**src/rtl/cla_pkg.sv**
```systemverilog
// Shared types and helpers for the carry-lookahead propagate/generate stage.
package cla_pkg;

    localparam int CLA_GROUP_W = 4;

    // One lookahead group's contribution to the registered beat; cout feeds the next group.
    typedef struct packed {
        logic [CLA_GROUP_W-1:0] p;
        logic [CLA_GROUP_W-1:0] c;
        logic                   cout;
    } cla_beat_t;

    // Returns {Pg, Gg} for one 4-bit group.
    function automatic logic [1:0] cla_group_pg(input logic [CLA_GROUP_W-1:0] p,
                                                input logic [CLA_GROUP_W-1:0] g);
        logic pg;
        logic gg;
        pg = &p;
        gg = g[3] | (p[3] & g[2]) | (p[3] & p[2] & g[1]) | (p[3] & p[2] & p[1] & g[0]);
        return {pg, gg};
    endfunction

endpackage

```
**src/rtl/cla4_lookahead.sv**
```systemverilog
// Combinational 4-bit lookahead group: in-group carries plus group carry-out.
module cla4_lookahead
    import cla_pkg::*;
(
    input  logic [CLA_GROUP_W-1:0] p_i,
    input  logic [CLA_GROUP_W-1:0] g_i,
    input  logic                   cin_i,
    output cla_beat_t              beat_o
);

    logic [1:0] pgGg;

    assign pgGg = cla_group_pg(p_i, g_i);

    // Flat two-level lookahead form for every carry inside the group.
    always_comb begin
        beat_o      = '0;
        beat_o.p    = p_i;
        beat_o.c[0] = cin_i;
        beat_o.c[1] = g_i[0] | (p_i[0] & cin_i);
        beat_o.c[2] = g_i[1] | (p_i[1] & g_i[0]) | (p_i[1] & p_i[0] & cin_i);
        beat_o.c[3] = g_i[2] | (p_i[2] & g_i[1]) | (p_i[2] & p_i[1] & g_i[0])
                    | (p_i[2] & p_i[1] & p_i[0] & cin_i);
        beat_o.cout = pgGg[0] | (pgGg[1] & cin_i);
    end

endmodule

```
**src/rtl/cla_pg_carry_stage.sv**
```systemverilog
// Two-stage valid/ready pipeline producing propagate bits and lookahead carries for the sum stage.
// Optional signed-overflow output is enabled with `define CLA_OVF_EN.
module cla_pg_carry_stage
    import cla_pkg::*;
#(
    parameter  int NGROUPS = 1,
    localparam int WIDTH   = CLA_GROUP_W * NGROUPS
)
(
    input  logic             clk,
    input  logic             rst,
    input  logic             in_valid,
    output logic             in_ready,
    input  logic [WIDTH-1:0] a,
    input  logic [WIDTH-1:0] b,
    input  logic             cin,
    output logic             out_valid,
    input  logic             out_ready,
    output logic [WIDTH-1:0] p_out,
    output logic [WIDTH-1:0] c_out,
    output logic             cout
`ifdef CLA_OVF_EN
    ,
    output logic             ovf
`endif
);

    logic             s1_valid_q;
    logic [WIDTH-1:0] a_q;
    logic [WIDTH-1:0] b_q;
    logic             cin_q;

    logic             s2_valid_q;
    logic [WIDTH-1:0] p_q;
    logic [WIDTH-1:0] c_q;
    logic             cout_q;

    logic [WIDTH-1:0] p_d;
    logic [WIDTH-1:0] c_d;
    logic             cout_d;
    logic [WIDTH-1:0] g_s1;
    logic [NGROUPS:0] cg;
    cla_beat_t        grp [NGROUPS];

    logic adv1;
    logic adv2;

    assign adv2     = !s2_valid_q || out_ready;
    assign adv1     = !s1_valid_q || adv2;
    assign in_ready = adv1;

    assign g_s1  = a_q & b_q;
    assign cg[0] = cin_q;

    // Groups ripple their carry-out into the next group's carry-in.
    for (genvar k = 0; k < NGROUPS; k++) begin : g_group
        cla4_lookahead u_la (
            .p_i    (a_q[CLA_GROUP_W*k +: CLA_GROUP_W] ^ b_q[CLA_GROUP_W*k +: CLA_GROUP_W]),
            .g_i    (g_s1[CLA_GROUP_W*k +: CLA_GROUP_W]),
            .cin_i  (cg[k]),
            .beat_o (grp[k])
        );
        assign cg[k+1]                          = grp[k].cout;
        assign p_d[CLA_GROUP_W*k +: CLA_GROUP_W] = grp[k].p;
        assign c_d[CLA_GROUP_W*k +: CLA_GROUP_W] = grp[k].c;
    end

    assign cout_d = cg[NGROUPS];

    always_ff @(posedge clk) begin
        if (rst) begin
            s1_valid_q <= 1'b0;
            a_q        <= '0;
            b_q        <= '0;
            cin_q      <= 1'b0;
            s2_valid_q <= 1'b0;
            p_q        <= '0;
            c_q        <= '0;
            cout_q     <= 1'b0;
        end else begin
            if (adv1) begin
                s1_valid_q <= in_valid;
                if (in_valid) begin
                    a_q   <= a;
                    b_q   <= b;
                    cin_q <= cin;
                end
            end
            if (adv2) begin
                s2_valid_q <= s1_valid_q;
                if (s1_valid_q) begin
                    p_q    <= p_d;
                    c_q    <= c_d;
                    cout_q <= cout_d;
                end
            end
        end
    end

`ifdef CLA_OVF_EN
    logic ovf_q;

    always_ff @(posedge clk) begin
        if (rst) begin
            ovf_q <= 1'b0;
        end else if (adv2 && s1_valid_q) begin
            ovf_q <= c_d[WIDTH-1] ^ cout_d;
        end
    end

    assign ovf = ovf_q;
`endif

    assign out_valid = s2_valid_q;
    assign p_out     = p_q;
    assign c_out     = c_q;
    assign cout      = cout_q;

endmodule

```
**config.mk**
```make
export PLATFORM = sky130hd
export DESIGN_NAME = cla_pg_carry_stage
export DESIGN_NICKNAME = d
export VERILOG_FILES = /design/src/rtl/cla_pkg.sv /design/src/rtl/cla4_lookahead.sv /design/src/rtl/cla_pg_carry_stage.sv
export SDC_FILE = /design/constraint.sdc
export NUM_CORES = 1
export LEC_CHECK = 0
export BUFFER_PORTS_ARGS = -buffer_cell sky130_fd_sc_hd__buf_4
export CORE_ASPECT_RATIO = 0.5
export CORE_MARGIN = 3
export CORE_UTILIZATION = 30
export CTS_BUF_LIST = sky130_fd_sc_hd__clkbuf_16
export DETAILED_ROUTE_END_ITERATION = 16
export GPL_ROUTABILITY_DRIVEN = 0
export PLACE_DENSITY = 0.58
export SYNTH_ARGS = -nofsm -noshare
export SYNTH_HDL_FRONTEND = slang
export SYNTH_HIERARCHICAL = 1
export SYNTH_SLANG_ARGS = --single-unit
export TNS_END_PERCENT = 5
```
**constraint.sdc**
```tcl
create_clock -name clk -period 1.6 [get_ports clk]
set_input_delay 0 -clock clk [delete_from_list [all_inputs] [get_ports clk]]
set_output_delay 0 -clock clk [all_outputs]
set_load 0.05 [all_outputs]
```
==> summary.md, run 1 <==
| Metric | Value |
|---|---|
| Worst-case hold path end point | `b_q[2]$_SDFFE_PP0P_` |
| Area delta synth->final | `23.57%` |
| Distinct cells, synth | `18` |
| Via Count | `715` |
| Max Root-Sink Buffers | `2` |
| DRT antenna net count | `0` |
| Setup violators final | `0` |
| Crit start category | `flop` |
| DIE WIDTH | `around 86 um` |
| CP max-delay cell | `dfxtp_1` |
| Hold Startpoint | `b[2]` |
| Final instance area | `about 1200 um2` |
| Power Density | `about 1000 nW/um2` |
| Metal3 WL | `~110 um` |
| Net Count, Synth | `between 100 and 150` |
| Skew-Pair Late Insertion Delay | `250 ps` |
| Initial antenna violation count | `0` |
| Layout net count | `between 100 and 150` |
| Min-Delay Path Class | `in2reg` |
| Commonest non-fill, non-tap cells in the layout | `buf_4 (23), dfxtp_1 (20), nand2b_1 (19)` |
| Slew @ Worst Pin | `around 700 ps` |
| Post-Synthesis Cell Area | `about 960 um2` |
| Yosys top cell area share | `0.4167` |
| Crit path DAT | `approximately 1600 ps` |
| Synth Area in XOR/XNOR | `0` |
| Crit end category | `flop` |
| Ys Warns | `6` |
| Post-Synth Adder-Cell Area | `0.05208` |
| Reg2reg setup slack | `between 100 and 150 ps` |
| Num CTS Buffers | `3` |
| Core box area | `2814 um2` |
| Buffers on Ports | `23` |
| Simple-gate share of the synthesized area | `0.1927` |
| Leading cell type in the layout, fill and taps excluded | `buf_4` |
| Fin. Hold Viols | `0` |
| GRT Total Usage | `0.1009` |
| Vias/cell | `between 4 and 5` |
| Compound-cell area share of the yosys netlist | `0.1563` |
| Register bit total from synthesis | `20` |
| Max H-tree Level | `1` |
| DR pass1 iterations | `4` |
| Final Critical Period | `around 1500 ps` |
| CTS resizes | `0` |
| Die Area | `3960 um2` |
| Starting Density | `0.3415` |
| Worst-case vdd ir drop | `0.3935 mV` |
| Tcrit/Tclk final | `0.9251` |
| Uppermost routed layer | `met4` |
| Mux share of post-synthesis cell area | `0.09375` |
| Post-synthesis cell count | `approximately 100` |
| Largest family of logic cells by synthesized area | `simple AND/OR/NAND/NOR gates` |
| Layout fillers | `roughly 300` |
| Hold Path Depth | `3` |
| Final Non-Filler Cells | `between 150 and 200` |
| Worst r2r src | `a_q[0]$_SDFFE_PP0P_` |
| Crit path required time | `~1700 ps` |
| Antenna Cells | `0` |
| Row Count | `13` |
| Status | `completed` |
| Max-slew violation count | `0` |
| M1 WL | `~970 um` |
| Largest net degree at the start of global routing | `30` |
| DR WL met2 | `roughly 750 um` |
| Initial DRC Count | `39` |
| Hpwl dp | `around 1300 um` |
| CTS tree | `done` |
| Hold WS | `22.20 ps` |
| WP buf/inv | `0` |
| CTS sink count | `20` |
| Drt wl/cell | `approximately 12 um` |
| CTS Root Cell | `clkbuf_16` |
| Yosys top cell by area | `dfxtp_1` |
| Post-placement cell area | `1099 um2` |
| # DRC | `0` |
| Worst Skew | `about 2.4 ps` |
| First-pass GRT wire length | `approximately 3000 um` |
| Synth top area cells | `dfxtp_1 (42%), nand2b_1 (12%), mux2i_1 (9.4%), a21oi_1 (5.7%), buf_4 (5.5%)` |
| TNS Setup | `0 ps` |
| DIE HEIGHT | `around 46 um` |
| RSZ-0062 raised after global routing | `no` |
| Crit Path Class | `reg2reg` |
| FF+latch area | `400.4 um2` |
| Total detailed-routing wirelength | `1858 um` |
| Clock Pin Slew Worst Setup and Hold Paths | `50 ps` |
| Critical Path, Cell by Cell | `ha_1, a21o_1, a21o_1, a31o_1, nand3_1, a21oi_1` |
| IO Count | `24` |
| R2r worst-path depth | `6` |
| Vias in the first global route | `648` |
| Max cap viols | `0` |
| Placed Cells | `around 150` |
| Reg-to-reg endpoint | `cout$_SDFFE_PP0P_` |
| Layout cells sized above 1 | `0.2353` |
| Avg Cell Area, Syn | `9.329 um2` |
| Multi-input gate area | `about 480 um2` |
| Crit-path max FO | `3` |
| CP top delay family | `compound AO/OA/AOI/OAI gates` |
| Leak | `between 0.5 and 0.6 nW` |
| Sequential area share after synthesis | `0.4167` |
| Most frequent CP cell | `a21o_1` |
| Gr ovfl total | `0` |
| Slew margin rel. | `0.5278` |
| Crit path largest cell delay | `between 300 and 400 ps` |
| Max Clk Rate | `~680 MHz` |
## timing repair
item	CTS	global route
hold buffers	1	0
hold endpoints to repair	1	0
buffers inserted	0	0
## worst max-delay path by stage
stage	slack [ps]	from	cells past startpoint	endpoint
3_3_place_gp	150	a_q[0]$_SDFFE_PP0P_	6	cout$_SDFFE_PP0P_
4_1_cts	110	a_q[0]$_SDFFE_PP0P_	6	cout$_SDFFE_PP0P_
3_5_place_dp	130	a_q[0]$_SDFFE_PP0P_	6	cout$_SDFFE_PP0P_
5_1_grt	30	a_q[0]$_SDFFE_PP0P_	6	cout$_SDFFE_PP0P_
2_1_floorplan	210	a_q[0]$_SDFFE_PP0P_	6	cout$_SDFFE_PP0P_
6_report	120	a_q[0]$_SDFFE_PP0P_	6	cout$_SDFFE_PP0P_
## cells in the mapped netlist
library cell and instances:
inv_1 1, buf_6 1, dfxtp_1 20, a31o_1 1
nor2b_4 1, nand2b_1 19, a21boi_2 1, clkbuf_1 2
nand2_1 1, mux2i_1 9, a21oi_1 11, nor2_1 1
a21o_1 4, buf_2 2, nand3_1 9, ha_1 4
o21ai_0 9, buf_4 7
## layout make-up
cell class                 count  area share
clock inverter                 1    0.003161
tap                           37     0.03899
sequential                    20      0.3372
multi-input combinational     70      0.4004
inverter                       1    0.003161
timing repair buffer          24      0.1538
clock buffer                   3     0.06322
## cells by family after synthesis
group	Yosys count
AO/OA/AOI/OAI	26
adder cells (fa/ha/maj)	4
buffers and inverters	13
flip-flops	20
multiplexers	9
AND/OR/NAND/NOR	31
## report_power, final
part | switching (mW) | internal [mW] | total, mW
sequential | 0.0170 | 0.523 | 0.540
combinational | 0.0867 | 0.0711 | 0.158
clock | 0.175 | 0.333 | 0.508
total | 0.279 | 0.926 | 1.21
## per-stage QoR
step	setup WS, ps	total power, mW	utilization
after floorplan	212.1	0.6752	-
after global placement	149.3	0.7059	0.3904
after detailed placement	133.6	0.7067	0.3904
after CTS	112.2	1.225	0.4220
after global routing	34.03	1.265	0.4220
final	119.8	1.205	0.4220
## metal layers
layer,vias to the layer above,track usage
met5,-,0
met4,0,0.03785
met3,4,0.04693
met2,17,0.1394
met1,315,0.1358
li1,379,-
## worst register-to-register path, cell delays in order (launching register included)
cell,delay [ps]
dfxtp_1,310
ha_1,310
a21o_1,200
a21o_1,210
a31o_1,220
nand3_1,60
a21oi_1,60
## sequential cells by signal, summed over array words and instances, names as in the netlist
| register | count |
|---|---|
| out_valid | 1 |
| cin_q | 1 |
| a_q | 4 |
| b_q | 4 |
| p_out | 4 |
| cout | 1 |
| c_out | 4 |
| s1_valid_q | 1 |
Note: power is estimated with default switching activity, not from simulation.
==> inputs of run 2 (changes only) <==
--- a/config.mk
+++ b/config.mk
@@ -7,7 +7,7 @@
 export LEC_CHECK = 0
 export BUFFER_PORTS_ARGS = -buffer_cell sky130_fd_sc_hd__buf_4
 export CORE_ASPECT_RATIO = 0.5
-export CORE_MARGIN = 3
+export CORE_MARGIN = 2
 export CORE_UTILIZATION = 30
 export CTS_BUF_LIST = sky130_fd_sc_hd__clkbuf_16
 export DETAILED_ROUTE_END_ITERATION = 16
==> summary.md, run 2 (synthesis gave the netlist of run 1 again) <==
| Metric | Value |
|---|---|
| Status | `completed` |
| CTS resizes | `0` |
| Gr ovfl total | `0` |
| Leak | `0.5322 nW` |
| FF+latch area | `between 400 and 500 um2` |
| Layout cells sized above 1 | `0.2353` |
| Core box area | `a little over 3000 um2` |
| Reg2reg setup slack | `roughly 120 ps` |
| Drt wl/cell | `about 11 um` |
| Crit Path Class | `reg2reg` |
| Max H-tree Level | `1` |
| Final setup margin | `120.0 ps` |
| DRT antenna net count | `0` |
| Vias/cell | `between 4 and 5` |
| Num CTS Buffers | `3` |
| CP startpoint | `a_q[0]$_SDFFE_PP0P_` |
| Leading cell type in the layout, fill and taps excluded | `buf_4` |
| Slew margin rel. | `0.5309` |
| P_int | `0.9255 mW` |
| Crit path DAT | `approximately 1600 ps` |
| Switching Share | `0.2260` |
| Clock Pin Slew Worst Setup and Hold Paths | `50 ps` |
| Place WS | `about 140 ps` |
| R2r worst-path depth | `6` |
| First-pass GRT wire length | `roughly 3000 um` |
| Worst Skew | `about 1.8 ps` |
| Max Root-Sink Buffers | `2` |
| TNS Setup | `0 ps` |
| CTS Root Cell | `clkbuf_16` |
| Crit start category | `flop` |
| Die Area | `about 3700 um2` |
| Layout fillers | `approximately 320` |
| Min-Delay Path Class | `in2reg` |
| Vias in the first global route | `~700` |
| Switching pwr | `0.2702 mW` |
| CP endpoint | `cout$_SDFFE_PP0P_` |
| Buffers on Ports | `23` |
| Slew @ Worst Pin | `roughly 700 ps` |
| Hold Buf Count CTS | `1` |
| DIE WIDTH | `84.04 um` |
| GRT Total Usage | `0.1041` |
| Antenna Cells | `0` |
| Final Critical Period | `about 1500 ps` |
| Sequential share of power | `0.452` |
| Crit path required time | `between 1500 and 2000 ps` |
| Skew-Pair Late Insertion Delay | `250 ps` |
| Tcrit/Tclk final | `0.9250` |
| Clock share of power | `0.417` |
| Multi-input gate area | `roughly 480 um2` |
| Commonest non-fill, non-tap cells in the layout | `buf_4 (23), dfxtp_1 (20), nand2b_1 (19)` |
| Worst r2r src | `a_q[0]$_SDFFE_PP0P_` |
| Initial antenna violation count | `0` |
| Comb power frac | `0.131` |
| Total detailed-routing wirelength | `around 1700 um` |
| CTS tree | `done` |
| Hpwl dp | `approximately 1200 um` |
| Via Count | `roughly 730` |
| Max Clk Rate | `approximately 680 MHz` |
| Starting Density | `0.3171` |
| Worst-case vdd ir drop | `0.5853 mV` |
| Reg-to-reg endpoint | `cout$_SDFFE_PP0P_` |
| Area delta synth->final | `23.96%` |
| Setup violators final | `0` |
| DR pass1 iterations | `4` |
| Initial DRC Count | `between 40 and 50` |
| Crit end category | `flop` |
| Row Count | `14` |
| Max-slew violation count | `0` |
| Power Density | `approximately 1000 nW/um2` |
| DIE HEIGHT | `about 44 um` |
| Largest net degree at the start of global routing | `30` |
| IO Count | `24` |
| # DRC | `0` |
| Max cap viols | `0` |
| Fin. Hold Viols | `0` |
| Crit-path max FO | `3` |
| CTS sink count | `20` |
| Layout net count | `approximately 140` |
| RSZ-0062 raised after global routing | `no` |
| Post-CTS Setup Repair Bufs | `0` |
| Core Util, Final | `0.3931` |
## run 2: cell counts in the layout (fill, tap and decap cells not counted)
No cell type changed its count.
## run 2: area by class of cell
cell class                      count  area share
Sequential cell                    20      0.3361
Timing Repair Buffer               24      0.1534
Inverter                            1    0.003151
Clock inverter                      1    0.003151
Clock buffer                        3     0.06303
Multi-Input combinational cell     70      0.3992
Tap cell                           40     0.04202
## run 2: power groups by stage
stage	Combinational (mW)	Sequential (mW)	Clock, mW
after floorplan	0.103	0.572	0
after global placement	0.156	0.550	0
after detailed placement	0.154	0.551	0
after CTS	0.158	0.540	0.514
after global routing	0.173	0.543	0.537
final	0.157	0.540	0.498
## run 2: worst max-delay path, cell delays in order, from the launching register on
cell and delay (ps):
dfxtp_1 310, ha_1 310, a21o_1 200, a21o_1 210, a31o_1 220, nand3_1 60
a21oi_1 60
## run 2: through the flow
stage / hold slack, ps / instances / cell area, um2 / power (mW)
after floorplan: 117.4 / 103 / 960.9 / 0.6752
after detailed placement: 224.0 / 154 / 1102 / 0.7051
after CTS: 21.45 / 159 / 1191 / 1.212
after global routing: 30.00 / 159 / 1191 / 1.253
after global placement: 220.1 / 154 / 1102 / 0.7052
final: 21.98 / 159 / 1191 / 1.196
## run 2: worst min path at each step
stage / from / to / slack, ps / cells after the start
2_1_floorplan: in_valid / s1_valid_q$_SDFFE_PP0P_ / 120 / 2
3_3_place_gp: in_valid / s1_valid_q$_SDFFE_PP0P_ / 220 / 3
3_5_place_dp: in_valid / s1_valid_q$_SDFFE_PP0P_ / 220 / 3
4_1_cts: a[3] / a_q[3]$_SDFFE_PP0P_ / 20 / 3
5_1_grt: a[3] / a_q[3]$_SDFFE_PP0P_ / 30 / 3
6_report: a[3] / a_q[3]$_SDFFE_PP0P_ / 20 / 3
## run 2: per-layer routing
layer	vias to the layer above	part of all wire	wire length [um]	global-route usage
met1	332	0.54	944	0.1442
met2	17	0.41	714	0.1508
li1	380	-	-	-
met5	-	0	0	0
met4	0	0	0	0.03871
met3	0	0.043	75	0.03731
